$ cat src/rtl/dram_arbiter.sv
// Two-master round-robin arbiter in front of a single-port DRAM with asynchronous read.
// Each transaction runs IDLE -> SERVE -> DONE; acks and read data are registered.
//
// state | meaning
// ------+------------------------------------------------------------
// IDLE  | waiting for a request; dram_a/dram_d hold their last values
// SERVE | granted address/data on the DRAM, dram_we high for writes
// DONE  | granted master's ack high, read data already captured
module dram_arbiter #(
  parameter int ADDR_W = 14,
  parameter int DATA_W = 32
) (
  input  logic              cpu_clk,
  input  logic              cpu_rst,
  input  logic              m0_req,
  input  logic              m0_wen,
  input  logic [31:0]       m0_addr,
  input  logic [DATA_W-1:0] m0_wdata,
  output logic              m0_ack,
  output logic [DATA_W-1:0] m0_rdata,
  input  logic              m1_req,
  input  logic              m1_wen,
  input  logic [31:0]       m1_addr,
  input  logic [DATA_W-1:0] m1_wdata,
  output logic              m1_ack,
  output logic [DATA_W-1:0] m1_rdata,
  output logic [ADDR_W-1:0] dram_a,
  output logic              dram_we,
  output logic [DATA_W-1:0] dram_d,
  input  logic [DATA_W-1:0] dram_spo,
  output logic              busy,
  output logic              gnt_id
);

  typedef enum logic [1:0] {
    S_IDLE  = 2'd0,
    S_SERVE = 2'd1,
    S_DONE  = 2'd2
  } state_t;

  state_t              r_state;
  logic                r_last;
  logic                r_wen;
  logic                r_m0_ack;
  logic                r_m1_ack;
  logic [DATA_W-1:0]   r_m0_rdata;
  logic [DATA_W-1:0]   r_m1_rdata;
  logic [ADDR_W-1:0]   r_dram_a;
  logic                r_dram_we;
  logic [DATA_W-1:0]   r_dram_d;
  logic                r_busy;
  logic                r_gnt_id;

  logic                w_any;
  logic                w_win_id;
  logic                w_win_wen;
  logic [31:0]         w_win_addr;
  logic [DATA_W-1:0]   w_win_wdata;
  logic                w_unused;

  // On a tie the master that did not win last time gets the grant.
  assign w_any       = m0_req | m1_req;
  assign w_win_id    = (m0_req & m1_req) ? ~r_last : m1_req;
  assign w_win_wen   = w_win_id ? m1_wen   : m0_wen;
  assign w_win_addr  = w_win_id ? m1_addr  : m0_addr;
  assign w_win_wdata = w_win_id ? m1_wdata : m0_wdata;

  // Byte-lane and out-of-range address bits are deliberately dropped.
  assign w_unused = ^{w_win_addr[31:ADDR_W+2], w_win_addr[1:0]};

  always_ff @(posedge cpu_clk) begin
    if (!cpu_rst) begin
      r_state    <= S_IDLE;
      r_last     <= 1'b1;
      r_wen      <= 1'b0;
      r_m0_ack   <= 1'b0;
      r_m1_ack   <= 1'b0;
      r_m0_rdata <= '0;
      r_m1_rdata <= '0;
      r_dram_a   <= '0;
      r_dram_we  <= 1'b0;
      r_dram_d   <= '0;
      r_busy     <= 1'b0;
      r_gnt_id   <= 1'b0;
    end else begin
      case (r_state)
        S_IDLE: begin
          if (w_any) begin
            r_state   <= S_SERVE;
            r_busy    <= 1'b1;
            r_gnt_id  <= w_win_id;
            r_last    <= w_win_id;
            r_wen     <= w_win_wen;
            r_dram_we <= w_win_wen;
            r_dram_a  <= w_win_addr[ADDR_W+1:2];
            r_dram_d  <= w_win_wdata;
          end
        end
        S_SERVE: begin
          r_state   <= S_DONE;
          r_dram_we <= 1'b0;
          if (!r_wen) begin
            if (r_gnt_id) r_m1_rdata <= dram_spo;
            else          r_m0_rdata <= dram_spo;
          end
          if (r_gnt_id) r_m1_ack <= 1'b1;
          else          r_m0_ack <= 1'b1;
        end
        S_DONE: begin
          r_state  <= S_IDLE;
          r_busy   <= 1'b0;
          r_m0_ack <= 1'b0;
          r_m1_ack <= 1'b0;
        end
        default: begin
          r_state   <= S_IDLE;
          r_busy    <= 1'b0;
          r_dram_we <= 1'b0;
          r_m0_ack  <= 1'b0;
          r_m1_ack  <= 1'b0;
        end
      endcase
    end
  end

  assign m0_ack   = r_m0_ack;
  assign m1_ack   = r_m1_ack;
  assign m0_rdata = r_m0_rdata;
  assign m1_rdata = r_m1_rdata;
  assign dram_a   = r_dram_a;
  assign dram_we  = r_dram_we;
  assign dram_d   = r_dram_d;
  assign busy     = r_busy;
  assign gnt_id   = r_gnt_id;

endmodule

$ cat config.mk
export PLATFORM = sky130hd
export DESIGN_NAME = dram_arbiter
export DESIGN_NICKNAME = d
export VERILOG_FILES = /design/src/rtl/dram_arbiter.sv
export SDC_FILE = /design/constraint.sdc
export NUM_CORES = 1
export LEC_CHECK = 0
export ABC_AREA = 1
export BUFFER_PORTS_ARGS = -buffer_cell sky130_fd_sc_hd__buf_4
export CAP_MARGIN = 10
export CELL_PAD_IN_SITES_DETAIL_PLACEMENT = 0
export CELL_PAD_IN_SITES_GLOBAL_PLACEMENT = 1
export CORE_MARGIN = 2
export CORE_UTILIZATION = 29
export DETAILED_ROUTE_END_ITERATION = 7
export GPL_ROUTABILITY_DRIVEN = 0
export PLACE_DENSITY_LB_ADDON = 0.1
export SETUP_SLACK_MARGIN = 0.1
export SYNTH_ARGS = -nofsm -noshare
export SYNTH_HDL_FRONTEND = slang
export SYNTH_SLANG_ARGS = --single-unit
$ cat constraint.sdc
create_clock -name cpu_clk -period 1.5 [get_ports cpu_clk]
set_input_delay 0.075 -clock cpu_clk [delete_from_list [all_inputs] [get_ports cpu_clk]]
set_output_delay 0.075 -clock cpu_clk [all_outputs]
set_load 0.005 [all_outputs]
# --- Word-level counts from Yosys, hierarchy flattened ---
# Index checks and enable logic that the tools add are counted.
op_classes:
  n_eq_ne: 5
  n_mux: 14
  n_bitwise: 8
  n_reduce_logical: 8
op_table:
  columns: ["cell", "n"]
  rows:
  - ["2-to-1 mux 32 bit", 1]
  - ["2-to-1 mux 16 bit", 1]
  - ["AND reduction 2 bit", 5]
  - ["one-hot mux 1 bit (2 select lines)", 4]
  - ["2-to-1 mux 1 bit", 6]
  - ["!= test 2 bit (second input constant)", 3]
  - ["NOT 1 bit", 6]
  - ["AND reduction 3 bit", 2]
  - ["one-hot mux 2 bit (2 select lines)", 1]
  - ["== test 2 x 1 -> 1 bit (second input constant)", 1]
  - ["== test 2 bit (second input constant)", 1]
  - ["logical NOT 2 bit", 1]
  - ["2-to-1 mux 2 bit", 1]
  - ["AND 1 bit", 1]
  - ["bitwise OR 1 bit", 1]
totals:
  out_inout_bits: 115
  in_bits: 166
  reg_bits: 119

# --- Logic depth before layout (Yosys ltp) ---
# Gate-level depths: netlist of run 1.
logic_depth:
  word_depth: 5
  mapped_depth: 9
  depth_no_buf: 7

# --- Worst setup path after synthesis of run 1 ---
# OpenSTA, ideal clock, no wires.
synth_timing:
  path_kind: "register -> register"
  start: "reg r_state[1]"
  end: "reg r_dram_a[1], in the netlist dram_a[1]"
  t_required_ns: 1.383
  path_slack_ns: 0.368
  n_path_buf: 2
  stages_incl_launch_ff: 8
  arrival_ns: 1.015
  path_cell_list: "dfxtp_1 -> inv_2 -> nand2_2 -> nor2_4 -> buf_6 -> buf_6 -> o21ai_0 -> nor2_1"
synth_via:
  elab_chain_cells: 2
synth_rtl:
  columns: ["item", "line", "text"]
  rows:
  - ["start, declared", "41", "state_t r_state;"]
  - ["start signal, assigned", "73", "r_state <= S_IDLE;"]
  - ["start signal, assigned", "89", "r_state <= S_SERVE;"]
  - ["start signal, assigned", "100", "r_state <= S_DONE;"]
  - ["logical NOT 2 bit", "86", "case (r_state)"]
  - ["AND reduction 2 bit (no source line)", null, null]
  - ["end signal, assigned", "95", "r_dram_a <= w_win_addr[ADDR_W+1:2];"]
  - ["end, declared", "48", "logic [ADDR_W-1:0] r_dram_a;"]
# Every way passes these cells.
# A chain may end at the register's enable or synchronous reset.

# --- Worst setup path after layout of run 1 ---
layout_timing:
  start: "in m1_req"
  end: "reg r_dram_d[24], in the netlist dram_d[24]"
layout_via:
  elab_chain_cells: 3
  word_cells_on_any_way: 5
  classes_between: "2 x mux; 2 x bitwise; 1 x reduce/logical"
layout_rtl:
  columns: ["item", "line", "text"]
  rows:
  - ["start, declared", "21", "input logic m1_req,"]
  - ["AND 1 bit", "63", "assign w_win_id = (m0_req & m1_req) ? ~r_last : m1_req;"]
  - ["2-to-1 mux 1 bit", "63", null]
  - ["2-to-1 mux 32 bit", "66", "assign w_win_wdata = w_win_id ? m1_wdata : m0_wdata;"]
  - ["end signal, assigned", "96", "r_dram_d <= w_win_wdata;"]
  - ["end, declared", "50", "logic [DATA_W-1:0] r_dram_d;"]
# Several ways; a longest one is shown, not always the timed one.

==> impl_metrics.env, run 1 <==
export IMPL_synth_top_cell_area_share_pct=48.2
export IMPL_die_h_um=135
export IMPL_final_common_cell="buf_4"
export IMPL_die_x_um=135
export IMPL_rr_worst_depth=8
export IMPL_syn_inst=722
export IMPL_cts_tree="yes"
export IMPL_synthSimpleGateAreaFrac_pct=30.5
export IMPL_antenna_found_initial=0
export IMPL_peakVddDrop_mv=0.795
export IMPL_synthAdderAreaFrac_pct=0
export IMPL_hold_viol=0
export IMPL_slew_headroom_pct=75.9
export IMPL_synth_area_per_cell_um2=6.85
export IMPL_first_pass_iters=4
export IMPL_grt_total_usage_pct=18.3
export IMPL_ant_nets=0
export IMPL_wl_per_cell_um=13.1
export IMPL_yosysTopAreaCell="dfxtp_1"
export IMPL_maxCapViolations=0
export IMPL_drcViolationCount=0
export IMPL_dpl_cell_area_um2=7000
export IMPL_hold_path_class="primary input to flop"
export IMPL_fin_crit_ns=1.32
export IMPL_synth_area_top_cells="dfxtp_1, nor2_1, nand2_1, o21ai_0, inv_1"
export IMPL_grt_pass1_vias=5314
export IMPL_min_period_over_period_pct=88.1
export IMPL_viasPerCell=4.39
export IMPL_clockBufferDepth=2
export IMPL_fmax_mhz=757
export IMPL_numCtsBuffers=17
export IMPL_netlist_area_um2=4950
export IMPL_grt_pass1_wl_mm=26.3
export IMPL_criticalPathCategory="primary input to flop"
export IMPL_via_count=5736
export IMPL_utilization_pct=53.4
export IMPL_skew_ns=0.00713
export IMPL_insertion_delay_ns=0.42
export IMPL_setup_viol=0
export IMPL_synthMuxAreaShare_pct=0
export IMPL_mostFrequentLayoutCells="buf_4, nor2_1, nand2_1"
export IMPL_whs_endpoint="dram_d[25]"
export IMPL_r2r_end="r_wen"
export IMPL_port_buffers=244
export IMPL_synth_nets=888
export IMPL_drive_gt1_share_pct=28.1
export IMPL_ios=281
export IMPL_worstPathMaxFanout=15
export IMPL_syn2layout_area_growth_pct=79.6
export IMPL_cp_arrival_ns=1.63
export IMPL_r2r_slack_ns=0.19
export IMPL_die_area_um2=18100
export IMPL_grt_start_max_net_pins=80
export IMPL_drtIter0Drc=241
export IMPL_rsz0062_at_grt="true"
export IMPL_overflow=0
export IMPL_synth_compound_area_share_pct=11.8
export IMPL_status="completed"
export IMPL_final_setup_tns_ns=0
export IMPL_synth_ff_latch_count=119
export IMPL_dp_hpwl_mm=10.8
export IMPL_synth_xor_area_share_pct=0
export IMPL_ys_seq_area_share_pct=48.2
export IMPL_start_util_pct=29.7
export IMPL_clkSinkCount=119
export IMPL_worstMarginPinSlew_ns=0.361
export IMPL_coreArea_um2=16600
export IMPL_root_buffer="clkbuf_16"
export IMPL_synthDistinctLibCells=18
export IMPL_h_tree_depth=4
export IMPL_yosysWarnings=0
export IMPL_finalMaxSlewViolations=0
export IMPL_leakage_nw=4.25
export IMPL_crit_path_end_kind="flop"
export IMPL_wirelength_mm=17.1
export IMPL_r2r_start="r_state[1]"
export IMPL_cp_start_kind="primary input"
export IMPL_fin_area_um2=8880
export IMPL_fp_row_count=47
export IMPL_synth_top_family_by_area="simple AND/OR/NAND/NOR gates"
export IMPL_hold_path_cell_count=5
export IMPL_crit_required_ns=1.81
export IMPL_cts_clk_slew_worst_paths_ns=0.06
export IMPL_antenna_cells=0
export IMPL_layout_nets=1240
export IMPL_p_per_area_nw_per_um2=1100
export IMPL_hp_start="m0_wdata[25]"
==> how the worst max path moves through the flow <==
stage | cells past startpoint | endpoint | slack (ns) | start
3_3_place_gp | 6 | m1_rdata[20] | 0.20 | gnt_id
2_1_floorplan | 7 | dram_a[1] | 0.37 | r_state[1]
3_5_place_dp | 7 | dram_d[24] | 0.12 | r_state[1]
4_1_cts | 7 | dram_d[24] | 0.11 | r_state[1]
6_report | 8 | dram_d[24] | 0.18 | m1_req
5_1_grt | 8 | r_last | 0.08 | r_state[1]
==> power breakdown <==
| group | internal (W) | switching [W] | total [W] |
|---|---|---|---|
| clock | 0.00279 | 0.00155 | 0.00434 |
| sequential | 0.00341 | 0.000128 | 0.00354 |
| combinational | 0.00105 | 0.000878 | 0.00193 |
| total | 0.00726 | 0.00256 | 0.00981 |
==> cell usage after synthesis (all sizes together) <==
library cell / n
nor2: 208
nand2: 139
dfxtp: 119
o21ai: 79
inv: 55
a21oi: 38
nand3: 36
buf: 29
clkbuf: 18
nor3: 1
==> cells by family (layout without fill, tap and decap cells) <==
family	Yosys count	after routing
compound gates	117	117
simple gates	384	384
flops	119	119
buf+inv	102	467
==> routing by layer <==
layer / global-route usage, % / wire (µm) / share of wire (%) / vias to the layer above
met1: 21.6 / 7330 / 43 / 2580
met3: 5.97 / 1160 / 6.8 / 21
met2: 31.4 / 8270 / 48 / 183
met5: 0 / 0 / 0 / -
li1: - / - / - / 2952
met4: 6.37 / 287 / 1.7 / 0
==> per-stage QoR <==
step / instances / worst slack [ns] / hold slack [ns] / power, W
4_1_cts: 1302 / 0.114 / 0.000151 / 0.00986
6_report: 1307 / 0.179 / 0.0139 / 0.00981
3_3_place_gp: 1153 / 0.201 / 0.336 / 0.00518
5_1_grt: 1307 / 0.0850 / 0.0347 / 0.0103
2_1_floorplan: 722 / 0.368 / 0.239 / 0.00437
3_5_place_dp: 1153 / 0.120 / 0.345 / 0.00523
==> state kept, by name, indices dropped and copies added (netlist names) <==
signal / cells
busy: 1
dram_a: 14
dram_d: 32
dram_we: 1
gnt_id: 1
m0_ack: 1
m0_rdata: 32
m1_ack: 1
m1_rdata: 32
r_last: 1
r_state: 2
r_wen: 1
==> area by class of cell <==
cell class / instances / area (µm²)
repair buffers: 380 / 3280
fillers: 1605 / 7760
clock inverters: 14 / 200
well taps: 220 / 275
inverters: 55 / 206
multi-input cells: 501 / 2100
clock buffers: 18 / 429
flip-flops and latches: 119 / 2380
==> what timing repair did <==
item | in CTS | in global routing
pin swaps | 0 | 1
resized for setup | 1 | 5
endpoints found under the hold margin | 110 | 0
gates cloned | 0 | 2
setup buffers | 0 | 3
hold buffers | 117 | 0
endpoints found under the setup margin | 1 | 45
==> worst max-delay path: stages <==
cell,delay (ns)
dlygate4sd3_1,0.55
buf_4,0.15
nor2_1,0.18
nor2_4,0.05
buf_4,0.15
clkbuf_16,0.18
o21ai_0,0.20
nor2_1,0.08
No activity file was read; power rests on OpenSTA's default activity.
==> inputs of run 2 (changes only) <==
- GPL_TIMING_DRIVEN: unset -> 0
==> impl_metrics.env, run 2 (same netlist as run 1, synthesis figures left out) <==
export IMPL_start_util_pct=29.7
export IMPL_root_buffer="clkbuf_16"
export IMPL_crit_required_ns=1.80
export IMPL_maxCapViolations=0
export IMPL_clockBufferDepth=2
export IMPL_cp_arrival_ns=1.58
export IMPL_wirelength_mm=16.9
export IMPL_cp_start_kind="flop"
export IMPL_hold_viol=0
export IMPL_layout_nets=1260
export IMPL_use_met2_pct=31.7
export IMPL_overflow=0
export IMPL_r2r_end="dram_d[0]"
export IMPL_skew_ns=0.00789
export IMPL_insertion_delay_ns=0.40
export IMPL_use_met3_pct=5.78
export IMPL_hold_path_class="primary input to flop"
export IMPL_ios=281
export IMPL_finalMaxSlewViolations=0
export IMPL_worstPathMaxFanout=5
export IMPL_clkSinkCount=119
export IMPL_whs_endpoint="dram_a[10]"
export IMPL_viasPerCell=4.24
export IMPL_final_common_cell="buf_4"
export IMPL_slew_headroom_pct=64.0
export IMPL_rsz0062_at_grt="true"
export IMPL_hold_path_cell_count=5
export IMPL_antenna_found_initial=0
export IMPL_criticalPathCategory="flop to flop"
export IMPL_grt_total_usage_pct=18.4
export IMPL_dp_hpwl_mm=12.4
export IMPL_antenna_cells=0
export IMPL_coreArea_um2=16600
export IMPL_fin_area_um2=8730
export IMPL_ant_nets=0
export IMPL_grt_busiest_layer="met2"
export IMPL_cts_tree="yes"
export IMPL_status="completed"
export IMPL_grt_pass1_vias=5430
export IMPL_crit_path_end_kind="flop"
export IMPL_hp_start="m0_addr[12]"
export IMPL_peakVddDrop_mv=0.796
export IMPL_fin_crit_ns=1.29
export IMPL_grt_pass1_wl_mm=26.5
export IMPL_dpl_cell_area_um2=7050
export IMPL_port_buffers=244
export IMPL_r2r_slack_ns=0.21
export IMPL_die_h_um=135
export IMPL_r2r_start="r_state[0]"
export IMPL_cts_clk_slew_worst_paths_ns=0.05
export IMPL_setup_viol=0
export IMPL_finalPower_w=0.00924
export IMPL_fp_row_count=47
export IMPL_grt_start_max_net_pins=17
export IMPL_syn2layout_area_growth_pct=76.6
export IMPL_worstMarginPinSlew_ns=0.540
export IMPL_rr_worst_depth=9
export IMPL_h_tree_depth=4
export IMPL_min_period_over_period_pct=85.8
export IMPL_final_setup_tns_ns=0
export IMPL_p_per_area_nw_per_um2=1060
export IMPL_mostFrequentLayoutCells="buf_4, nor2_1, nand2_1"
export IMPL_first_pass_iters=6
export IMPL_drcViolationCount=0
export IMPL_numCtsBuffers=17
export IMPL_drive_gt1_share_pct=29.3
export IMPL_die_x_um=135
export IMPL_die_area_um2=18100
export IMPL_drtIter0Drc=157
export IMPL_via_count=5606
export IMPL_wl_per_cell_um=12.8
export IMPL_leakage_nw=4.21
export IMPL_n_fill_cell=1659
export IMPL_met1_usage_pct=21.7
export IMPL_fmax_mhz=777
==> run 2: cell types whose count changed in the layout (fill, tap and decap cells not counted), moves of 3 or more <==
cell,change
clkbuf_1,+13
bufinv_16,-3
buf_4,+6
buf_2,+16
buf_12,-8
clkbuf_4,+4
clkinv_4,-7
clkbuf_8,+5
dlygate4sd3_1,-15
buf_6,+3
==> run 2: cell type report <==
cell class              count  area, µm²  area share, %
repair buffers            353       2920           33.5
flip-flops and latches    119       2380           27.3
multi-input cells         501       2100           24.1
clock buffers              25        505           5.79
plain buffers              47        297           3.40
well taps                 220        275           3.15
inverters                  55        206           2.36
clock inverters             3       42.5          0.487
==> run 2: per-stage QoR <==
step / worst slack [ns] / hold WS (ns) / cells / util (%)
final: 0.213 / 0.0144 / 1323 / 52.5
after detailed placement: 0.0745 / 0.344 / 1186 / 42.4
after CTS: 0.106 / 0.000798 / 1316 / 51.8
after floorplan: 0.368 / 0.239 / 722 / -
after global routing: 0.0818 / 0.0117 / 1323 / 52.5
after global placement: 0.104 / 0.341 / 1186 / 42.4
==> run 2: report_power, final <==
| group | internal (W) | total [W] | switching [W] | leakage [nW] |
|---|---|---|---|---|
| Clock | 0.00246 | 0.00379 | 0.00133 | 0.267 |
| Combinational | 0.00104 | 0.00192 | 0.000876 | 2.97 |
| Sequential | 0.00341 | 0.00353 | 0.000122 | 0.976 |
==> run 2: worst max path at each step <==
stage	startpoint	end	slack, ns	cells past startpoint
finish	r_state[0]	dram_d[0]	0.21	9
global placement	r_state[0]	m1_rdata[5]	0.10	6
floorplan	r_state[1]	dram_a[1]	0.37	7
CTS	r_state[0]	m1_rdata[20]	0.11	6
detailed placement	r_state[0]	m1_rdata[5]	0.07	6
global route	r_last	dram_a[0]	0.08	8
==> run 2: worst max-delay path, cell delays in order, from the launching register on <==
cell       delay [ns]
dfxtp_1          0.30
inv_2            0.10
nand2_2          0.08
nor2_4           0.17
buf_4            0.14
clkbuf_16        0.12
buf_4            0.10
nand2_1          0.05
nor2_1           0.08
nor2_1           0.04
==> run 2: repair_timing <==
action                                 4_1_cts  5_1_grt
gates cloned                                 0        1
endpoints found under the hold margin      111        0
resized for setup                            1       33
setup buffers                                0        6
pin swaps                                    0        2
hold buffers                               102        0
setup endpoints to repair                   10       77
==> run 2: per-layer routing <==
metal	vias to the layer above	share of wire (%)
met4	0	1.7
met2	170	48
li1	2984	-
met5	-	0
met3	20	6.6
met1	2432	44
==> inputs of run 3 (changes only) <==
- CORE_UTILIZATION: 29 -> 31
- clock period: 1.5 -> 1.64 ns (I/O delays scaled with it)
==> impl_metrics.env, run 3 (same netlist as run 1, synthesis figures left out) <==
export IMPL_ant_nets=0
export IMPL_cts_setup_buffers=0
export IMPL_first_pass_iters=5
export IMPL_utilization_pct=54.9
export IMPL_wl_per_cell_um=13.0
export IMPL_via_count=5577
export IMPL_p_per_area_nw_per_um2=1000
export IMPL_hold_path_class="primary input to flop"
export IMPL_path_delay_family="buffers and inverters"
export IMPL_start_util_pct=31.5
export IMPL_die_x_um=130
export IMPL_crit_required_ns=1.94
export IMPL_fin_crit_ns=1.40
export IMPL_crit_chain="inv_2, nand2_2, nor2_4, buf_6, buf_6, nand2_1, nor2_1, nor2_1"
export IMPL_cts_tree="yes"
export IMPL_dp_hpwl_mm=11.9
export IMPL_h_tree_depth=4
export IMPL_mostFrequentLayoutCells="buf_4, nor2_1, nand2_1"
export IMPL_clkSinkCount=119
export IMPL_cts_clk_slew_worst_paths_ns=0.06
export IMPL_overflow=0
export IMPL_skew_ns=0.00696
export IMPL_grt_pass1_vias=5324
export IMPL_numCtsBuffers=17
export IMPL_leakage_nw=4.15
export IMPL_fmax_mhz=714
export IMPL_criticalPathCategory="flop to flop"
export IMPL_setup_viol=0
export IMPL_root_buffer="clkbuf_16"
export IMPL_cp_start_kind="flop"
export IMPL_maxCapViolations=0
export IMPL_status="completed"
export IMPL_crit_path_end_kind="flop"
export IMPL_min_period_over_period_pct=85.4
export IMPL_wirelength_mm=17.0
export IMPL_drive_gt1_share_pct=28.7
export IMPL_insertion_delay_ns=0.41
export IMPL_hold_viol=0
export IMPL_antenna_cells=0
export IMPL_viasPerCell=4.25
export IMPL_grt_pass1_wl_mm=26.2
export IMPL_antenna_found_initial=0
export IMPL_rsz0062_at_grt="true"
export IMPL_port_buffers=244
export IMPL_cp_slowest_stage_delay_ns=0.35
export IMPL_grt_total_usage_pct=19.8
export IMPL_slew_headroom_pct=63.6
export IMPL_final_common_cell="buf_4"
export IMPL_fp_row_count=46
export IMPL_crit_buf_inv=3
export IMPL_cp_slowest_cell="dfxtp_1"
export IMPL_drtIter0Drc=219
export IMPL_syn2layout_area_growth_pct=74.4
export IMPL_die_h_um=130
export IMPL_die_area_um2=17000
export IMPL_fin_ws_ns=0.239
export IMPL_clockBufferDepth=2
export IMPL_final_setup_tns_ns=0
export IMPL_drcViolationCount=0
export IMPL_worstMarginPinSlew_ns=0.546
export IMPL_peakVddDrop_mv=0.694
export IMPL_coreArea_um2=15700
export IMPL_ios=281
export IMPL_layout_nets=1249
export IMPL_cp_arrival_ns=1.70
export IMPL_finalMaxSlewViolations=0
export IMPL_worstPathMaxFanout=10
export IMPL_post_place_ws_ns=0.200
export IMPL_grt_start_max_net_pins=17
run 3: cell types whose count changed in the layout (fill, tap and decap cells not counted), moves of 2 or more:
cell	previous run	this run
buf_4	258	248
dlygate4sd3_1	102	98
clkbuf_4	4	1
clkinvlp_4	1	4
buf_2	16	18
buf_6	4	6
buf_8	2	0
clkbuf_1	14	16
clkbuf_8	5	3
clkinv_2	1	3
nor2_1	203	205
nor2_2	3	1
run 3: cell type report:
class / count / area, µm²
Buffer: 47 / 267
Multi-Input combinational cell: 501 / 2100
Clock inverter: 11 / 123
Inverter: 55 / 206
Clock buffer: 21 / 470
Sequential cell: 119 / 2380
Timing Repair Buffer: 342 / 2810
Fill cell: 1574 / 7090
Tap cell: 216 / 270
run 3: repair_timing:
action,CTS,global route
resized for setup,0,5
endpoints found under the setup margin,0,7
hold endpoints to repair,111,0
hold buffers,98,0
run 3: where the power goes:
part / internal [W] / switching (W) / leakage [nW]
Clock: 0.00235 / 0.00136 / 0.281
Sequential: 0.00312 / 0.000118 / 0.976
Combinational: 0.000898 / 0.000794 / 2.90
run 3: path summary, 6_finish.rpt:
path,from,endpoint,slack [ns],cells past startpoint
hold / removal,m0_wdata[10],dram_d[10],0.01,5
setup reg to reg,r_state[1],dram_a[2],0.24,8
setup / recovery,r_state[1],dram_a[2],0.24,8
hold reg to reg,r_last,r_last,0.46,2
run 3: layer usage:
layer | up-vias | part of all wire (%) | routed length (µm) | track usage, %
met5 | - | 0 | 0 | 0
li1 | 2973 | - | - | -
met3 | 15 | 7.5 | 1280 | 7.54
met2 | 170 | 48 | 8170 | 33.4
met1 | 2419 | 43 | 7350 | 23.2
met4 | 0 | 1.2 | 206 | 6.70
run 3: stage by stage:
step,power (W),hold WS (ns),cell area [µm²],instances
6_report,0.00864,0.0115,8630,1312
5_1_grt,0.00909,0.0139,8630,1312
4_1_cts,0.00873,0.000539,8620,1312
2_1_floorplan,0.00400,0.246,4950,722
3_3_place_gp,0.00480,0.344,7050,1182
3_5_place_dp,0.00480,0.352,7050,1182
run 3: worst reg2reg max path, delay by kind of cell, from the launching register on:
| kind | cells | cell delay [ns] |
|---|---|---|
| and+or+nand+nor | 5 | 0.46 |
| buffers and inverters | 3 | 0.48 |
| DFF | 1 | 0.35 |
